$ cat config.mk
export PLATFORM = sky130hd
export DESIGN_NAME = cdc_req_arbiter
export DESIGN_NICKNAME = d
export VERILOG_FILES = /design/src/rtl/cdc_req_arbiter_pkg.sv /design/src/rtl/sync_2ff.sv /design/src/rtl/cdc_req_arbiter.sv
export SDC_FILE = /design/constraint.sdc
export NUM_CORES = 1
export LEC_CHECK = 0
export BUFFER_PORTS_ARGS = -buffer_cell sky130_fd_sc_hd__buf_2
export CAP_MARGIN = 10
export CORE_AREA = 2 2 54 56
export DETAILED_ROUTE_END_ITERATION = 8
export DIE_AREA = 0 0 56 58
export PLACE_DENSITY = 0.77
export SLEW_MARGIN = 10
export SYNTH_ARGS = -nofsm -noshare
export SYNTH_HDL_FRONTEND = slang
export SYNTH_SLANG_ARGS = --single-unit
$ cat constraint.sdc
create_clock -name clk_dst -period 1.74 [get_ports clk_dst]
set_input_delay 0 -clock clk_dst [delete_from_list [all_inputs] [get_ports clk_dst]]
set_output_delay 0 -clock clk_dst [all_outputs]
set_load 0.005 [all_outputs]
$ cat src/rtl/cdc_req_arbiter_pkg.sv
// rtl/cdc_req_arbiter_pkg.sv - shared arbiter state type and round-robin pick helper
package cdc_req_arbiter_pkg;

    typedef enum logic {
        IDLE  = 1'b0,
        GRANT = 1'b1
    } arb_state_t;

    localparam int RR_MAX = 16;

    // Returns {found, index}: first set bit of elig searching ptr+1, ptr+2, ... modulo n.
    function automatic logic [4:0] rr_next(input logic [RR_MAX-1:0] elig,
                                           input logic [3:0]        ptr,
                                           input int                n);
        logic [4:0] pick;
        logic [3:0] idx;
        pick = '0;
        for (int off = RR_MAX; off >= 1; off--) begin
            if (off <= n) begin
                idx = 4'((int'(ptr) + off) % n);
                if (elig[idx]) pick = {1'b1, idx};
            end
        end
        return pick;
    endfunction

endpackage

$ cat src/rtl/sync_2ff.sv
// rtl/sync_2ff.sv - two-flop level synchronizer, no reset
module sync_2ff (
    input  logic clk,
    input  logic d,
    output logic q
);

    logic meta;

    always_ff @(posedge clk) begin
        meta <= d;
        q    <= meta;
    end

endmodule

$ cat src/rtl/cdc_req_arbiter.sv
// rtl/cdc_req_arbiter.sv - round-robin arbiter for 4-phase req/ack handshakes from foreign clock domains
module cdc_req_arbiter
    import cdc_req_arbiter_pkg::*;
#(
    parameter int N_REQ   = 4,
    parameter int TIMEOUT = 255,
    localparam int ID_W   = $clog2(N_REQ),
    localparam int CNT_W  = ($clog2(TIMEOUT + 1) < 1) ? 1 : $clog2(TIMEOUT + 1)
) (
    input  logic             clk_dst,
    input  logic             rst_n,
    input  logic [N_REQ-1:0] req_async,
    output logic [N_REQ-1:0] ack,
    output logic             grant_valid,
    output logic [ID_W-1:0]  grant_id,
    input  logic             done,
    output logic             timeout_err,
    output logic [ID_W-1:0]  err_id,
    input  logic             err_clr
);

    logic [N_REQ-1:0] req_s;
    logic [N_REQ-1:0] req_m;
    logic [N_REQ-1:0] elig;
    logic [N_REQ-1:0] ack_q;
    logic [1:0]       warm;
    arb_state_t       state;
    arb_state_t       state_nx;
    logic [ID_W-1:0]  rr_ptr;
    logic [CNT_W-1:0] cnt;
    logic [4:0]       pick;
    logic [ID_W-1:0]  winner;
    logic             do_grant;
    logic             do_exit;
    logic             tmo_hit;
    logic             err_set;

    for (genvar i = 0; i < N_REQ; i++) begin : g_sync
        sync_2ff u_sync (
            .clk (clk_dst),
            .d   (req_async[i]),
            .q   (req_s[i])
        );
    end

    // Synchronizer flops carry no reset, so their output is masked until they have refilled.
    assign req_m  = (warm == 2'd2) ? req_s : '0;
    assign elig   = req_m & ~ack_q;
    assign pick   = rr_next(16'(elig), 4'(rr_ptr), N_REQ);
    assign winner = ID_W'(pick[3:0]);
    assign ack    = ack_q;

    always_ff @(posedge clk_dst or negedge rst_n) begin
        if (!rst_n) state <= IDLE;
        else        state <= state_nx;
    end

    always_comb begin
        state_nx = state;
        case (state)
            IDLE:    if (pick[4])         state_nx = GRANT;
            GRANT:   if (done || tmo_hit) state_nx = IDLE;
            default:                      state_nx = IDLE;
        endcase
    end

    always_comb begin
        do_grant = (state == IDLE) && pick[4];
        tmo_hit  = (state == GRANT) && (TIMEOUT != 0) && (cnt == CNT_W'(TIMEOUT - 1));
        do_exit  = (state == GRANT) && (done || tmo_hit);
        err_set  = tmo_hit && !done;
    end

    always_ff @(posedge clk_dst or negedge rst_n) begin
        if (!rst_n) begin
            warm        <= '0;
            ack_q       <= '0;
            grant_valid <= 1'b0;
            grant_id    <= '0;
            rr_ptr      <= ID_W'(N_REQ - 1);
            cnt         <= '0;
            timeout_err <= 1'b0;
            err_id      <= '0;
        end else begin
            if (warm != 2'd2) warm <= warm + 2'd1;

            // The exit set overrides the release so a dropped req still sees one ack cycle.
            ack_q <= ack_q & req_m;
            if (do_exit) ack_q[grant_id] <= 1'b1;

            if (do_grant) begin
                grant_valid <= 1'b1;
                grant_id    <= winner;
                rr_ptr      <= winner;
                cnt         <= '0;
            end else if (do_exit) begin
                grant_valid <= 1'b0;
            end else if (state == GRANT) begin
                cnt <= cnt + 1'b1;
            end

            if (err_set) begin
                timeout_err <= 1'b1;
                err_id      <= grant_id;
            end else if (err_clr) begin
                timeout_err <= 1'b0;
            end
        end
    end

endmodule
==> out/summary.md, run 1 <==
The run finished with clean final reports. Across the run, the number of max-cap violations was 0. Setup repair after global routing left no endpoint under its margin. The clock period could shrink to 1.56 ns. The layout has 224 filler cells. VDD sags by at most 1.09 mV. The kind of critical path is register to register. The launching instance or port of the critical path was warm[0]. The clock network fraction of total power is 20.7%. The detail-routed via count per cell was 5.85. In this run the worst hold path is classified as input pin to register.

STA puts the critical path data required time at 1.96 ns. In the global route stage, met1 resource usage came out at 23.8%. The tools report the global routing usage on met3 as 4.91%. For this run, design rule violations remaining after detail routing come to 0. After clock tree synthesis, the clock-pin slew on the worst setup and hold paths is 0.08 ns. The number of nets handed over by synthesis was 146. In this run the cell area measured after placement is 0.00153 mm2.

The leading cell type in the layout, fill and taps excluded is sky130_fd_sc_hd__dfrtp_1. The clock reaches the later pin of the worst-skew pair after 0.32 ns. The maximum buffer depth of the clock tree is 2, and the detailed-route via count is 1152. Launching element type of the critical path: a register.

The relative contribution of combinational cells to total power is 31.5%, and the final design instance area without fill is 0.00166 mm2. The tools report the total track usage as 19.2%. Number of global-route vias before repair: 1089. The logs give 135 for the post-synthesis instance total and 183 for the cell count after placement.

Clock tree synthesis selected as its root buffer the cell sky130_fd_sc_hd__clkbuf_4. The startpoint identified for the worst register-to-register timing path is warm[0]. The floorplan row count came out at 19.

Most used flip-flop cell after synthesis: sky130_fd_sc_hd__dfrtp_1. From bottom edge to top edge, the die measures 58 um. For the number of ports placed on the die boundary, the log shows 18. The number of port buffers is 17. The die covers 0.00325 mm2.

The tools report the reg-to-reg endpoint as grant_id[0]. The cell internal power dissipation was 1.42 mW; the layout overhead on the synthesized area was 19.1%. Setup violations remaining at the end of the flow were counted as 0. Average size of a mapped cell: 10.4 um2. Based on the critical path, the design can be clocked at up to 640 MHz. The final-stage net count is 176, and the fraction of synthesis flops using an asynchronous set or reset pin is 74.2%. The power density over the cells came out at 1330 mW/mm2. The final global-route overflow total was 0; the detailed-routing iteration count for the pre-antenna-repair pass was 4.

Once layout is complete, the cells apart from fillers number 197. The wire length per cell after detailed routing is 14.4 um, and the antenna diode count is 0. The post-synth design cell area is 0.00140 mm2. The post-route fraction of the period consumed by the critical path works out to 89.8%. The top fanout value on the critical path works out to 7. After synthesis the netlist holds a flip-flop and latch count of 31. For the final max-slew violation count, the log shows 0.

Across all hold checks on the routed design, the worst slack comes to 0.0563 ns. The floorplan step defined a core boundary enclosing 0.00266 mm2. For this design the total switching power over the nets is 0.787 mW. For the pin with the worst max-slew slack, the measured transition is 0.515 ns. The tools report the nature of the critical path endpoint as a register. The count of nets left with antenna violations once routing finished came out at 0.

For the final routed database, the setup TNS stands at 0 ns. met2 is the most crowded layer. The number of H-tree levels came out at 2. For the final database, setup skew stands at 0.00897 ns. The first routing iteration left 52 violations. Initial antenna violation count: 0. Data arrives at the worst endpoint at 1.78 ns.

The largest net degree at the start of global routing is 24, and the number of buffers created by CTS is 5. Final number of hold-violating endpoints: 0. The tools report the placer's final routability congestion estimate as 0.840.

The capturing element of the worst setup path is grant_id[0]. CTS saw 31 sinks. The effective utilization at floorplan is 52.5%, and the relative slew slack is 65.7%.

The synthesis warning total was 0; the number of distinct standard cells referenced by the synthesized netlist was 41. The first global-routing pass estimated 4850 um of wire. In this run, flip-flops and latches consume 47.8% of the power. The proportion of synthesized chip area in sequential cells was 52.8%. TritonCTS built the clock tree. The global-route met2 utilization was 31.8%. Leaving out fill and tap cells, the most frequent cells in the layout are 20 x sky130_fd_sc_hd__dfrtp_1, 17 x sky130_fd_sc_hd__o21ai_0, 17 x sky130_fd_sc_hd__buf_2, 8 x sky130_fd_sc_hd__inv_1, 8 x sky130_fd_sc_hd__dfxtp_1. The number of synthesized flops with an enable pin came out at 0.

The detailed placement HPWL came out at 1980 um. Measured along the x axis, the die boundary spans 56 um. The worst reg-to-reg path cell count was 6.

The post-route netlist has 22.3% of its cells at a drive strength greater than 1. The slack of the worst reg-to-reg path is 0.18 ns. In this run the static leakage power is 0.752 nW.

Wires add up to 2840 um. Of the total power, the share spent switching nets is 35.6%.
## critical path, stage by stage (launching register included)
cell and delay (ns):
sky130_fd_sc_hd__dfrtp_1 0.37, sky130_fd_sc_hd__inv_1 0.05, sky130_fd_sc_hd__ha_1 0.20, sky130_fd_sc_hd__nand2b_1 0.20, sky130_fd_sc_hd__a41o_1 0.28, sky130_fd_sc_hd__a31oi_1 0.09, sky130_fd_sc_hd__a211oi_1 0.28
## cell usage after synthesis (3+ instances only)
cell	count	share of area [%]
sky130_fd_sc_hd__a21oi_1	6	2.1
sky130_fd_sc_hd__dfrtp_1	21	38
sky130_fd_sc_hd__dfxtp_1	8	11
sky130_fd_sc_hd__ha_1	3	2.7
sky130_fd_sc_hd__inv_1	8	2.1
sky130_fd_sc_hd__nand2_1	7	1.9
sky130_fd_sc_hd__nand2b_1	7	3.1
sky130_fd_sc_hd__nand3_1	6	2.1
sky130_fd_sc_hd__nor2_1	5	1.3
sky130_fd_sc_hd__nor2b_1	3	1.3
sky130_fd_sc_hd__nor3_1	4	1.4
sky130_fd_sc_hd__o211ai_1	3	1.6
sky130_fd_sc_hd__o21ai_0	17	6.1
## cell families (layout without fill, tap and decap cells)
group	after synthesis	count (layout)	share of synthesized area (%)
buf+inv	11	42	3.04
fa+ha+maj	3	3	2.69
mux	3	3	2.33
compound gates	42	42	19.6
simple gates	42	42	17.6
xor+xnor	3	3	1.88
flops	31	31	52.8
## layout make-up
cell class	count	area, um2	area share (%)
inverters	8	30.0	1.80
well taps	31	38.8	2.33
repair buffers	26	168	10.1
clock buffers	8	68.8	4.14
flip-flops and latches	31	739	44.4
multi-input cells	93	619	37.2
## metrics by stage
step                total power [mW]  util, %  setup WS (ns)
floorplan                       1.47        -          0.261
global placement                1.68     57.5          0.204
detailed placement              1.72     57.5          0.116
CTS                             2.21     62.4          0.105
global route                    2.36     62.5         0.0436
finish                          2.21     62.5          0.177
## worst min path at each step
stage / endpoint / slack [ns] / from / cells past startpoint
global placement: ack[2] / -0.004 / rst_n / 1
detailed placement: ack[2] / -0.003 / rst_n / 1
finish: state / 0.06 / done / 4
global route: state / 0.1 / done / 4
CTS: state / 0.04 / done / 4
floorplan: ack[0] / -0.30 / rst_n / 0
## power groups by stage
| stage | registers, mW | clock network (mW) | logic [mW] |
|---|---|---|---|
| 2_1_floorplan | 1.01 | 0 | 0.454 |
| 3_3_place_gp | 1.05 | 0 | 0.629 |
| 3_5_place_dp | 1.06 | 0 | 0.667 |
| 4_1_cts | 1.05 | 0.468 | 0.690 |
| 5_1_grt | 1.08 | 0.496 | 0.783 |
| 6_report | 1.06 | 0.456 | 0.696 |
## registers in the layout, indices dropped and copies added (netlist names)
| name | flops |
|---|---|
| warm | 2 |
| err_id | 2 |
| grant_id | 2 |
| grant_valid | 1 |
| g_sync.u_sync.q | 4 |
| timeout_err | 1 |
| ack | 4 |
| rr_ptr | 2 |
| cnt | 8 |
| g_sync.u_sync.meta | 4 |
| state | 1 |
## metal layers
| metal | wire [um] | part of all wire (%) |
|---|---|---|
| met5 | 0 | 0 |
| met4 | 60 | 2.1 |
| met3 | 146 | 5.1 |
| met2 | 1420 | 50 |
| met1 | 1210 | 43 |
## repair_timing
action,CTS,global route
setup endpoints to repair,0,2
endpoints found under the hold margin,28,0
resized for setup,0,2
buffers inserted,0,0
hold buffers,6,0
Note: power is estimated with default switching activity, not from simulation.
==> run 2, diff against run 1 <==
- CORE_AREA: 2 2 54 56 -> 2 2 52 54
- DIE_AREA: 0 0 56 58 -> 0 0 54 56
- PLACE_DENSITY: 0.77 -> 0.82
- clock period: 1.74 -> 1.95 ns (I/O delays scaled with it)
==> out/summary.md, run 2 (synthesis results as in run 1) <==
The leakage power total came out at 0.753 nW (about the same). For the total track usage, the log shows 23.2% (+4.0 points). Path type of the worst min-delay path: input pin to register. The tools report the remaining antenna violation count after routing as 0 (unchanged). On the critical path the largest part of the delay comes from compound AO/OA/AOI/OAI gates. The top fanout value on the critical path is 6 (-1), and the total negative slack is 0 ns (unchanged). By instance count, the cell type seen most on the critical path is sky130_fd_sc_hd__o21ai_0. For the final-stage net count, the log shows 174 (-1.1%).

Effective utilization at floorplan: 57.5% (+5.0 points). The final max-slew violation count is 0 (unchanged). TritonCTS built the clock tree. The power density over the cells works out to 1230 mW/mm2 (-7.3%). For the floorplan row count, the log shows 18 (-1). The launching element type of the critical path was a register. The run gives 1.03 mV (-5.7%) as the peak supply drop. The time the worst path needs with I/O delays and setup is 1.71 ns (+0.144 ns), and the final clock skew is 0.0131 ns (+0.00412 ns). The number of H-tree levels is 2 (unchanged), and the detail-routed via count per cell is 5.76 (-1.5%).

The first-pass GRT wire length came out at 5010 um (+3.3%). The detailed-routing iteration count for the pre-antenna-repair pass is 4 (unchanged). The wire length per cell after detailed routing came out at 14.9 um (+3.2%). The critical path data arrival time was 1.91 ns (+0.13 ns). The actual slew at the worst max-slew pin is 0.543 ns (+0.0283 ns), and the number of buffers created by CTS is 5 (unchanged).

For the required time reported for the critical path endpoint, the log shows 2.15 ns (+0.19 ns). The flip-flop count of the largest register, all copies and words added works out to 8 (unchanged). The worst setup path is captured at a register. Compared with the post-synthesis result, the final layout area differs by 18.9%. Detailed placement HPWL: 2020 um (+2.0%).

For the initial detailed-routing violation count, the log shows 15 (-71%). The count of buffer and inverter cells on the critical path was 1 (unchanged). The logs give 24 (unchanged) for the largest net degree at the start of global routing and 18 (unchanged) for the number of ports placed on the die boundary.

The run gives 0.854 (+1.7%) as the placer's final routability congestion estimate. The maximum buffer depth of the clock tree is 2 (unchanged), and the antenna diode count is 0 (unchanged). The run gives 2.04 mW (-7.4%) as the overall power of the completed layout.

The tools report the initial antenna violation count as 0 (unchanged). The remaining routing DRC violations is 0 (unchanged), and the clock edge transition at the registers on the reported setup and hold paths is 0.10 ns (+0.02 ns). In the layout the commonest cells are 21 x sky130_fd_sc_hd__dfrtp_1, 17 x sky130_fd_sc_hd__o21ai_0, 17 x sky130_fd_sc_hd__buf_2, 8 x sky130_fd_sc_hd__inv_1, 8 x sky130_fd_sc_hd__dfxtp_1. The layout cell share with drive strength beyond 1 is 20.7% (-1.6 points), and the delay of the slowest cell on the worst path is 0.45 ns (+0.08 ns).

The tools report the detailed-route via count as 1118 (-3.0%). Setup repair after global routing left no endpoint under its margin. The tools report the maximum frequency from static timing analysis as 586 MHz (-8.4%). The logs give 0.00302 mm2 (-6.9%) for the die area and 2890 um (+1.6%) for the total wire length after detailed routing.

The flow ran to the end, and the final reports show no timing, DRC or antenna violations. Most flop-heavy register: cnt. Clock tree synthesis selected as its root buffer the cell sky130_fd_sc_hd__clkbuf_4. The clock sink count is 31 (unchanged). The worst setup path is of the register to register kind. Area of the core: 0.00243 mm2 (-8.6%). The post-route fraction of the period consumed by the critical path works out to 87.6% (-2.3 points). The number of global-route vias before repair came out at 1074 (-1.4%). The tools report the setup violation total in the final timing report as 0 (unchanged).

The insertion delay of the later-clocked pin in the worst-skew pair was 0.34 ns (+0.02 ns). Number of max-capacitance violations reported: 0 (unchanged). The slowest stage cell on the critical path was sky130_fd_sc_hd__o21ai_0. The final global-route overflow total came out at 0 (unchanged). The library cell used most frequently in the layout, excluding fill and tap cells, is sky130_fd_sc_hd__dfrtp_1. The number of port buffers was 17 (unchanged). Walking the worst path, the cells encountered are inv_1, ha_1, nand2_1, nor3_1, o21ai_0, o21ai_0.

The width of the die was 54 um (-3.6%). The run gives 0 (unchanged) as the final number of hold-violating endpoints. The post-cts resize count came out at 0 (unchanged). The tools report the relative slew slack as 63.4% (-2.3 points). Height of the die: 56 um (-3.4%).
-- run 2: cell types whose count changed in the layout (fill, tap and decap cells not counted), sizes merged --
cell and delta:
clkbuf -2, bufinv +1, clkinv +1, buf -2
-- run 2: through the flow --
stage | worst slack [ns] | hold WS, ns | util (%) | std cells | area, um2
after global routing | 0.0786 | 0.0643 | 68.3 | 194 | 1660
after detailed placement | 0.259 | 0.00490 | 62.3 | 180 | 1520
after global placement | 0.339 | -0.000260 | 62.3 | 180 | 1520
final | 0.242 | 0.0273 | 68.3 | 194 | 1660
after CTS | 0.251 | 0.0202 | 68.3 | 194 | 1660
after floorplan | 0.471 | -0.296 | - | 135 | 1400
-- run 2: area by class of cell --
cell class | instances | area (um2)
Clock buffer | 6 | 51.3
Clock inverter | 2 | 35.0
Fill cell | 198 | 771
Inverter | 8 | 30.0
Multi-Input combinational cell | 93 | 617
Sequential cell | 31 | 738
Tap cell | 30 | 37.5
Timing Repair Buffer | 24 | 153
-- run 2: final timing paths --
path	start	endpoint	slack [ns]	depth (start not counted)
worst max-delay path	cnt[0]	ack[3]	0.24	6
min in group asynchronous	rst_n	ack[2]	0.16	2
worst max register to register	cnt[0]	ack[3]	0.24	6
max in group asynchronous	rst_n	rr_ptr[0]	1.42	2
worst min-delay path	done	state	0.03	4
worst min register to register	g_sync[3].u_sync.meta	g_sync[3].u_sync.q	0.34	0
-- run 2: tightest hold or removal path: stages --
cell and delay (ns):
sky130_fd_sc_hd__buf_2 0.11, sky130_fd_sc_hd__nor2b_1 0.06, sky130_fd_sc_hd__o31ai_2 0.10, sky130_fd_sc_hd__nand2_1 0.06
-- run 2: power by group --
| part | leakage [nW] | switching, mW | internal (mW) | total, mW |
|---|---|---|---|---|
| logic | 0.341 | 0.334 | 0.246 | 0.580 |
| registers | 0.363 | 0.157 | 0.784 | 0.942 |
| clock network | 0.0482 | 0.219 | 0.303 | 0.522 |
| total | 0.753 | 0.711 | 1.33 | 2.04 |
-- run 2: metal layers --
layer  vias up  track usage, %  wire length [um]
met4         0            10.0                76
met5         -               0                 0
met1       537            31.0              1320
met3         9            9.41               127
met2        24            32.9              1370
li1        548               -                 -
-- run 2: repair_timing --
item / CTS / global route
endpoints found under the hold margin: 28 / 0
hold buffers: 6 / 0
buffers inserted: 0 / 0
endpoints found under the setup margin: 0 / 0
